## config.mk

```make
export PLATFORM = sky130hd
export DESIGN_NAME = cosim_run_ctrl
export DESIGN_NICKNAME = d
export VERILOG_FILES = /design/src/rtl/cosim_ctrl_pkg.sv /design/src/rtl/cosim_window.sv /design/src/rtl/cosim_run_ctrl.sv
export SDC_FILE = /design/constraint.sdc
export NUM_CORES = 1
export LEC_CHECK = 0
export ABC_AREA = 1
export BUFFER_PORTS_ARGS = -buffer_cell sky130_fd_sc_hd__buf_2
export CAP_MARGIN = 20
export CELL_PAD_IN_SITES_DETAIL_PLACEMENT = 0
export CELL_PAD_IN_SITES_GLOBAL_PLACEMENT = 2
export CORE_MARGIN = 10
export CORE_UTILIZATION = 29
export CTS_BUF_LIST = sky130_fd_sc_hd__clkbuf_16
export DETAILED_ROUTE_END_ITERATION = 6
export PLACE_DENSITY_LB_ADDON = 0.12
export SKIP_CTS_REPAIR_TIMING = 1
export SYNTH_ARGS = -nofsm -noshare
export SYNTH_HDL_FRONTEND = slang
export SYNTH_SLANG_ARGS = --single-unit
```

## constraint.sdc

```tcl
create_clock -name clock -period 2.46 [get_ports clock]
set_clock_uncertainty 0.05 [all_clocks]
set_input_delay 0 -clock clock [delete_from_list [all_inputs] [get_ports clock]]
set_output_delay 0 -clock clock [all_outputs]
set_load 0.01 [all_outputs]
```

## src/rtl/cosim_ctrl_pkg.sv

```systemverilog
// Shared types and defaults for the emulation run controller and its trace windows.
package cosim_ctrl_pkg;

  localparam int CNT_W_DEF = 64;
  localparam int WIN_CFG_W = CNT_W_DEF;

  typedef enum logic [2:0] {
    IDLE,
    HOLD,
    RUN,
    DONE,
    TOUT
  } run_state_e;

  // One trace window at the default counter width; win_end of 0 means never close.
  typedef struct packed {
    logic [WIN_CFG_W-1:0] win_start;
    logic [WIN_CFG_W-1:0] win_end;
  } win_cfg_t;

endpackage

```

## src/rtl/cosim_window.sv

```systemverilog
// One trace-capture window: open from win_start up to (not including) win_end while running.
module cosim_window
  import cosim_ctrl_pkg::*;
#(
  parameter int CNT_W = CNT_W_DEF
) (
  input  logic             run,
  input  logic [CNT_W-1:0] cycle,
  input  logic [CNT_W-1:0] win_start,
  input  logic [CNT_W-1:0] win_end,
  output logic             active,
  output logic             open
);

  // An end at or before the start (other than 0) can never satisfy both bounds.
  assign active = run && (cycle >= win_start) && ((win_end == '0) || (cycle < win_end));
  assign open   = active && (cycle == win_start);

endmodule

```

## src/rtl/cosim_run_ctrl.sv

```systemverilog
// Run controller: sequences DUT reset, counts RUN cycles, drives trace windows, ends on done/timeout.
module cosim_run_ctrl
  import cosim_ctrl_pkg::*;
#(
  parameter int CNT_W    = CNT_W_DEF,
  parameter int NUM_WIN  = 2,
  parameter int RST_HOLD = 4
) (
  input  logic                            clock,
  input  logic                            reset,
  input  logic                            start,
  input  logic [NUM_WIN-1:0][CNT_W-1:0]   cfg_win_start,
  input  logic [NUM_WIN-1:0][CNT_W-1:0]   cfg_win_end,
  input  logic [CNT_W-1:0]                cfg_timeout,
  input  logic                            dut_done,
  output logic                            dut_reset,
  output logic [CNT_W-1:0]                cycle,
  output logic [NUM_WIN-1:0]              win_active,
  output logic [NUM_WIN-1:0]              win_open,
  output logic                            finished,
  output logic                            timed_out,
  output logic                            busy
);

  localparam int HOLD_W = (RST_HOLD > 1) ? $clog2(RST_HOLD) : 1;

  run_state_e                    state, next_state;
  logic [HOLD_W-1:0]             hold_cnt;
  logic [NUM_WIN-1:0][CNT_W-1:0] win_start_q, win_end_q;
  logic [CNT_W-1:0]              timeout_q;
  logic                          timeout_hit;

  assign timeout_hit = (timeout_q != '0) && (cycle == timeout_q - CNT_W'(1));

  always_comb begin
    // NOTE: next_state gets a default before the case so no path leaves it unassigned (no latch).
    next_state = state;
    unique case (state)
      IDLE:    if (start) next_state = HOLD;
      HOLD:    if (hold_cnt == '0) next_state = RUN;
      RUN: begin
        if (dut_done)         next_state = DONE;
        else if (timeout_hit) next_state = TOUT;
      end
      default: next_state = state;
    endcase
  end

  // NOTE: sequential state uses non-blocking assignments so every register sees pre-edge values.
  always_ff @(posedge clock) begin
    if (reset) begin
      state       <= IDLE;
      dut_reset   <= 1'b1;
      busy        <= 1'b0;
      cycle       <= '0;
      finished    <= 1'b0;
      timed_out   <= 1'b0;
      hold_cnt    <= '0;
      // NOTE: config is a handful of flops, not a RAM, so it is reset like any other state.
      win_start_q <= '0;
      win_end_q   <= '0;
      timeout_q   <= '0;
    end else begin
      state     <= next_state;
      dut_reset <= (next_state == IDLE) || (next_state == HOLD);
      busy      <= (next_state == HOLD) || (next_state == RUN);

      if (state == IDLE && start) begin
        win_start_q <= cfg_win_start;
        win_end_q   <= cfg_win_end;
        timeout_q   <= cfg_timeout;
        hold_cnt    <= HOLD_W'(RST_HOLD - 1);
        cycle       <= '0;
      end

      if (state == HOLD && hold_cnt != '0) hold_cnt <= hold_cnt - HOLD_W'(1);

      // The count freezes on the ending edge and saturates instead of wrapping.
      if (state == RUN && next_state == RUN && cycle != '1) cycle <= cycle + CNT_W'(1);

      if (state == RUN && next_state == DONE) finished  <= 1'b1;
      if (state == RUN && next_state == TOUT) timed_out <= 1'b1;
    end
  end

  for (genvar i = 0; i < NUM_WIN; i++) begin : g_win
    cosim_window #(.CNT_W(CNT_W)) u_win (
      .run       (state == RUN),
      .cycle     (cycle),
      .win_start (win_start_q[i]),
      .win_end   (win_end_q[i]),
      .active    (win_active[i]),
      .open      (win_open[i])
    );
  end

endmodule
```

## Word-level counts from Yosys, hierarchy flattened

Index checks and enable logic that the tools add are counted.

- Reductions and logical operators: 26
- $lt $le $gt $ge: 4
- Equality and inequality tests: 10
- Add/subtract/negate cells: 3
- Multiplexer cells: 9

Operators by type and width:

| cell | count |
|---|---|
| $eq 64x64->1 | 3 |
| $ge 64x64->1 | 2 |
| $logic_not 64->1 | 2 |
| $lt 64x64->1 | 2 |
| $mux 64 | 2 |
| $add 64x1->64 const B | 1 |
| $ne 64x64->1 const B | 1 |
| $reduce_bool 64->1 | 1 |
| $sub 64x1->64 const B | 1 |
| $logic_and 1x1->1 | 13 |
| $mux 3 | 4 |
| $eq 3x2->1 const B | 3 |
| $pmux 3 s3 | 1 |
| $eq 3x1->1 const B | 2 |
| $logic_not 3->1 | 2 |
| $reduce_bool 2->1 | 3 |
| $logic_or 1x1->1 | 4 |
| $mux 2 | 2 |
| $eq 3x3->1 const B | 1 |
| $logic_not 2->1 | 1 |
| $sub 2x1->2 const B | 1 |

- Bits of input ports: 324
- Logic and storage cells: 64
- Register bits: 393
- Output and inout bits: 72

## Depth between registers and ports, before layout

- Depth after elaboration: 10
- Gate-level depth with buffers: 21

## Modules after synthesis

A second synthesis with hierarchy kept.

- Cells, all modules: 3,915
- Area total of the unflattened synthesis: 26,546.7 um2

Modules (own cells, without submodules):

| module | cells each | area an instance (um2) | times used |
|---|---|---|---|
| cosim_run_ctrl | 2,787 | 19,429.9 | 1 |
| cosim_window | 564 | 3,558.4 | 2 |

## Least setup slack after synthesis

No wires, ideal clock.

- Path type: reg-to-reg
- Start: register cycle[1]
- End: register cycle[29]
- Period minus slack after synthesis: 2,611 ps
- Arrival time: 2,491 ps
- Cell stages (with the launch flop): 15
- Path slack: -151 ps
- Data required time: 2,340 ps
- Library setup time: 70 ps
- Path through: dfxtp_1 -> ha_1 -> nand2_1 -> inv_2 -> nand2_1 -> nor2_2 -> nand3_1 -> nor4_1 -> nand3_1 -> nor4_4 -> inv_2 -> nand4_4 -> buf_4 -> nand3_1 -> a21oi_1

- Word-level cells in the longest chain between the ends: 9

RTL lines:

| element | line | text |
|---|---|---|
| start, declared | cosim_run_ctrl.sv:17 | `output logic [CNT_W-1:0] cycle,` |
| start signal, assigned | cosim_run_ctrl.sv:79 | `if (state == RUN && next_state == RUN && cycle != '1) cycle <= cycle + CNT_W'(1);` |
| $eq 64x64->1 | cosim_run_ctrl.sv:33 | `assign timeout_hit = (timeout_q != '0) && (cycle == timeout_q - CNT_W'(1));` |
| $logic_and 1x1->1 | cosim_run_ctrl.sv:33 |  |
| $mux 3 | cosim_run_ctrl.sv:43 | `else if (timeout_hit) next_state = TOUT;` |
| $mux 3 | cosim_run_ctrl.sv:42 | `if (dut_done) next_state = DONE;` |
| $pmux 3 s3 | cosim_run_ctrl.sv:38 | `unique case (state)` |
| $eq 3x2->1 | cosim_run_ctrl.sv:79 |  |
| $logic_and 1x1->1 (2 in series) | cosim_run_ctrl.sv:79 |  |
| $mux 64 or $reduce_bool 2->1 (tied branches) | -- |  |

Parallel ways exist; a longest one is shown, timed or not.
A chain may end at the register's enable or synchronous reset.

## Final worst setup path

- Start: register cycle[36]
- End: output port win_open[1]

- Word-level cells in the longest chain between the ends: 4

RTL lines:

| element | line | text |
|---|---|---|
| $ge 64x64->1 or $lt 64x64->1 (tied branches) | cosim_window.sv:16 | `assign active = run && (cycle >= win_start) && ((win_end == '0) \|\| (cycle < win_end));` |
| $logic_and 1x1->1 or $logic_or 1x1->1 (tied branches) | cosim_window.sv:16 |  |
| $logic_and 1x1->1 | cosim_window.sv:16 |  |
| $logic_and 1x1->1 * | cosim_window.sv:17 | `assign open = active && (cycle == win_start);` |
| end, declared | cosim_run_ctrl.sv:19 | `output logic [NUM_WIN-1:0] win_open,` |

Every way passes the cells marked *; elsewhere a longest branch is shown, timed or not.

==> results.py <==
metrics = {
    "run_status": {
        "outcome": "finished with violations",
        "violations": "negative setup slack",
    },
    "clock_tree": {
        "htree_levels": 2,
        "clockBufferDepth": 3,
        "insertion_delay_ns": 0.62,
        "clk_pin_slew_ns": 0.06,
        "cts.sinks": 393,
        "numCtsBuffers": 50,
        "cts_root_buffer": "clkbuf_16",
        "cts_tree": "done",
    },
    "floorplan": {
        "die_y_um": 310,
        "num_rows": 106,
        "start_util": 0.292,
        "die_area_um2": 95900,
        "die_x_um": 310,
        "core-area_um2": 83400,
        "ios": 396,
    },
    "timing": {
        "worstMarginPinSlew_ns": 1.15,
        "fmax_mhz": 289,
        "relSlewSlack": 0.236,
        "fin_crit_ns": 3.46,
        "finalSetupViolCount": 73,
        "final_max_slew_viol_count": 0,
        "setup_slack_ns": -1.00,
        "rsz0062_at_grt": "yes",
        "final-hold-violation-count": 0,
        "holdWs_ns": 0.0241,
        "finalCritPeriodShare": 1.41,
        "fin_setup_tns_ns": -36.13,
    },
    "critical_path": {
        "r2r_slack_ns": -0.53,
        "critPathCaptureType": "output pin",
        "crit_chain": "buf_4, ha_1, nand2_1, nor2_2, nand4_1, nor3_2, buf_4, nand4_1, nand3_2, a211oi_4, nand2_1, nand2_2, a211oi_2, buf_4, buf_6",
        "start_kind": "flop",
        "r2r_cells": 19,
        "setup.worst_path.end": "win_open[1]",
        "required_ns": 2.41,
        "path_common_cell": "buf_4",
        "cp_max_fo": 4,
        "startpoint": "cycle[36]",
        "critPathKind": "flop to output pin",
        "cpPeakStageDelay_ns": 0.35,
        "worstPathArrival_ns": 3.41,
        "critPathTopFamily": "simple AND/OR/NAND/NOR gates",
        "cp_num_cells": 15,
        "critPathBufInv": 4,
        "r2r_end": "cycle[5]",
        "r2r_start": "timeout_q[6]",
        "critPathSlowestCell": "dfxtp_4",
    },
    "place": {
        "io_buffers": 395,
        "placed_cell_area_um2": 32000,
        "routabilityCongestion": 0.879,
        "dp_hpwl_mm": 90.8,
    },
    "global_routing": {
        "grt_pass1_wl_mm": 161,
        "antenna_found_initial": 5,
        "grt_pass1_vias": 25900,
        "grt_max_degree": 114,
        "track_usage": 0.222,
        "overflow": 0,
    },
    "yosys": {
        "synth_area_per_cell_um2": 7.07,
        "seq_area_frac_synth": 0.323,
        "synth_edf_count": 0,
        "ys_ff_latch": 393,
        "yosysWarnings": 0,
        "synth_cell_types": 48,
        "synth-main-ff-cell": "dfxtp_1",
        "netlist_area_um2": 24300,
        "async_flop_share": 0,
        "synthCells": 3441,
        "synth_nets": 4022,
    },
    "hold_path": {
        "worst_hold_path_type": "primary input to flop",
    },
    "pwr": {
        "powerDensity_nw_per_um2": 579,
        "p_total_uw": 22700,
        "power.leakage_uw": 0.0181,
        "peakVddDrop_mv": 0.480,
    },
    "final_layout": {
        "multi_input_area_um2": 15600,
        "fillers": 8495,
        "drive_gt1_frac": 0.309,
        "syn_to_final_growth_pct": 61.0,
        "final_cell_area_um2": 39200,
        "nNetsFinal": 5296,
        "regArea_um2": 7970,
    },
    "route": {
        "vias": 27300,
        "drtIter0Drc": 1589,
        "avgRoutedWirePerCell_um": 19.6,
        "wirelength_mm": 114,
        "drt_pre_antenna_iters": 5,
        "postRouteAntennaNets": 0,
        "post_drt_via_cell_ratio": 4.67,
        "drcViolationCount": 0,
    },
    "job": {
        "max-cap-violations": 0,
    },
}
## cell type report
class | instances | share of cell area
multi-input combinational | 2436 | 0.399
timing repair buffer | 1366 | 0.278
sequential | 393 | 0.203
inverter | 468 | 0.0450
tap | 1080 | 0.0345
clock buffer | 50 | 0.0319
clock inverter | 40 | 0.00821
antenna | 6 | 0.000383
## placed cells by master, fill, tap and decap left out, types with 10 or more instances in the layout
master	netlist	routed
buf_4	10	558
inv_1	462	468
nand2_1	491	445
a21oi_1	472	428
buf_2	0	393
o21ai_0	365	360
dfxtp_1	393	350
dlygate4sd3_1	0	324
nor2_1	321	252
ha_1	257	238
xor2_1	107	106
nand3_1	138	71
nand4_1	67	67
clkbuf_16	0	54
nand3_2	1	52
nor2_2	16	49
buf_12	0	47
a21oi_2	0	44
nand2_2	6	43
nor2_4	5	42
buf_6	6	39
xnor2_1	35	35
nor3_1	41	34
nor4_1	33	28
dfxtp_2	0	25
ha_4	0	19
dfxtp_4	0	18
nand3_4	1	17
o211ai_1	12	12
inv_2	3	11
a211oi_1	14	11
clkinv_1	3	10
## metrics by stage
| stage | setup WS [ns] | std cells | utilization |
|---|---|---|---|
| after detailed placement | -0.992 | 5360 | 0.383 |
| after CTS | -1.67 | 5450 | 0.402 |
| after global routing | -1.13 | 5838 | 0.470 |
| final | -1.00 | 5839 | 0.470 |
| after floorplan | 0.0220 | 3441 | - |
| after global placement | -0.957 | 5360 | 0.383 |
## tightest hold or removal path: stages
cell	delay [ns]
buf_2	0.16
nand3_4	0.10
clkinv_1	0.07
nor2_1	0.05
buf_4	0.13
a21oi_1	0.13
## synth_stat cells, types with 2 or more instances
master	instances	area [um^2]
a221oi_1	4	35.0
clkinv_1	3	11.3
or2_2	2	12.5
o211ai_1	12	90.1
a21oi_1	472	2360
nand3b_1	9	67.6
nand4_1	67	419
nor2_4	5	56.3
ha_1	257	3220
o21ai_1	2	10.0
o21bai_1	5	37.5
o221ai_1	5	43.8
nor3_1	41	205
xnor2_1	35	307
o21a_1	5	37.5
inv_2	3	11.3
nand2_2	6	37.5
nor2_1	321	1200
nor2_2	16	100
clkbuf_1	128	480
and2_1	4	25.0
xor2_1	107	937
o31ai_1	3	22.5
a211oi_1	14	105
nand3_1	138	691
nand2_1	491	1840
nor4_1	33	206
dfxtp_1	393	7870
o21ai_0	365	1830
buf_6	6	67.6
buf_4	10	75.1
inv_1	462	1730
o2111ai_1	2	17.5
## worst min path at each step
stage / depth (start not counted) / endpoint / slack [ns] / from
final: 6 / hold_cnt[0] / 0.02 / start
after global routing: 6 / hold_cnt[0] / 0.05 / start
after CTS: 3 / timeout_q[26] / -0.43 / cfg_timeout[26]
after detailed placement: 3 / timeout_q[26] / 0.21 / cfg_timeout[26]
after global placement: 3 / timeout_q[49] / 0.22 / cfg_timeout[49]
after floorplan: 2 / timeout_q[24] / 0.12 / cfg_timeout[24]
## layer usage
layer,up-vias,track usage,part of all wire
met5,-,0,0
met4,0,0.0461,0.021
met3,129,0.0354,0.044
met2,503,0.360,0.46
met1,12600,0.307,0.48
li1,14000,-,-
## flip-flops by register name, summed over array words and instances, names as in the netlist, 2 cells and up
register     flops
hold_cnt         2
win_start_q    128
state            3
timeout_q       64
cycle           64
win_end_q      128
## cells by family (layout without fill, tap and decap cells)
group | Yosys count | count (layout) | share of synthesized area
AO/OA/AOI/OAI | 893 | 893 | 0.190
XOR/XNOR | 142 | 142 | 0.0511
buffers and inverters | 613 | 1924 | 0.0979
adder cells (fa/ha/maj) | 257 | 257 | 0.132
AND/OR/NAND/NOR | 1143 | 1144 | 0.206
other | 0 | 6 | 0
flip-flops | 393 | 393 | 0.323
## power breakdown
part | internal [uW] | switching, uW
registers | 7190 | 401
logic | 3360 | 4540
clock network | 4110 | 3100
total | 14700 | 8040
Power figures use the tool's default switching activity.
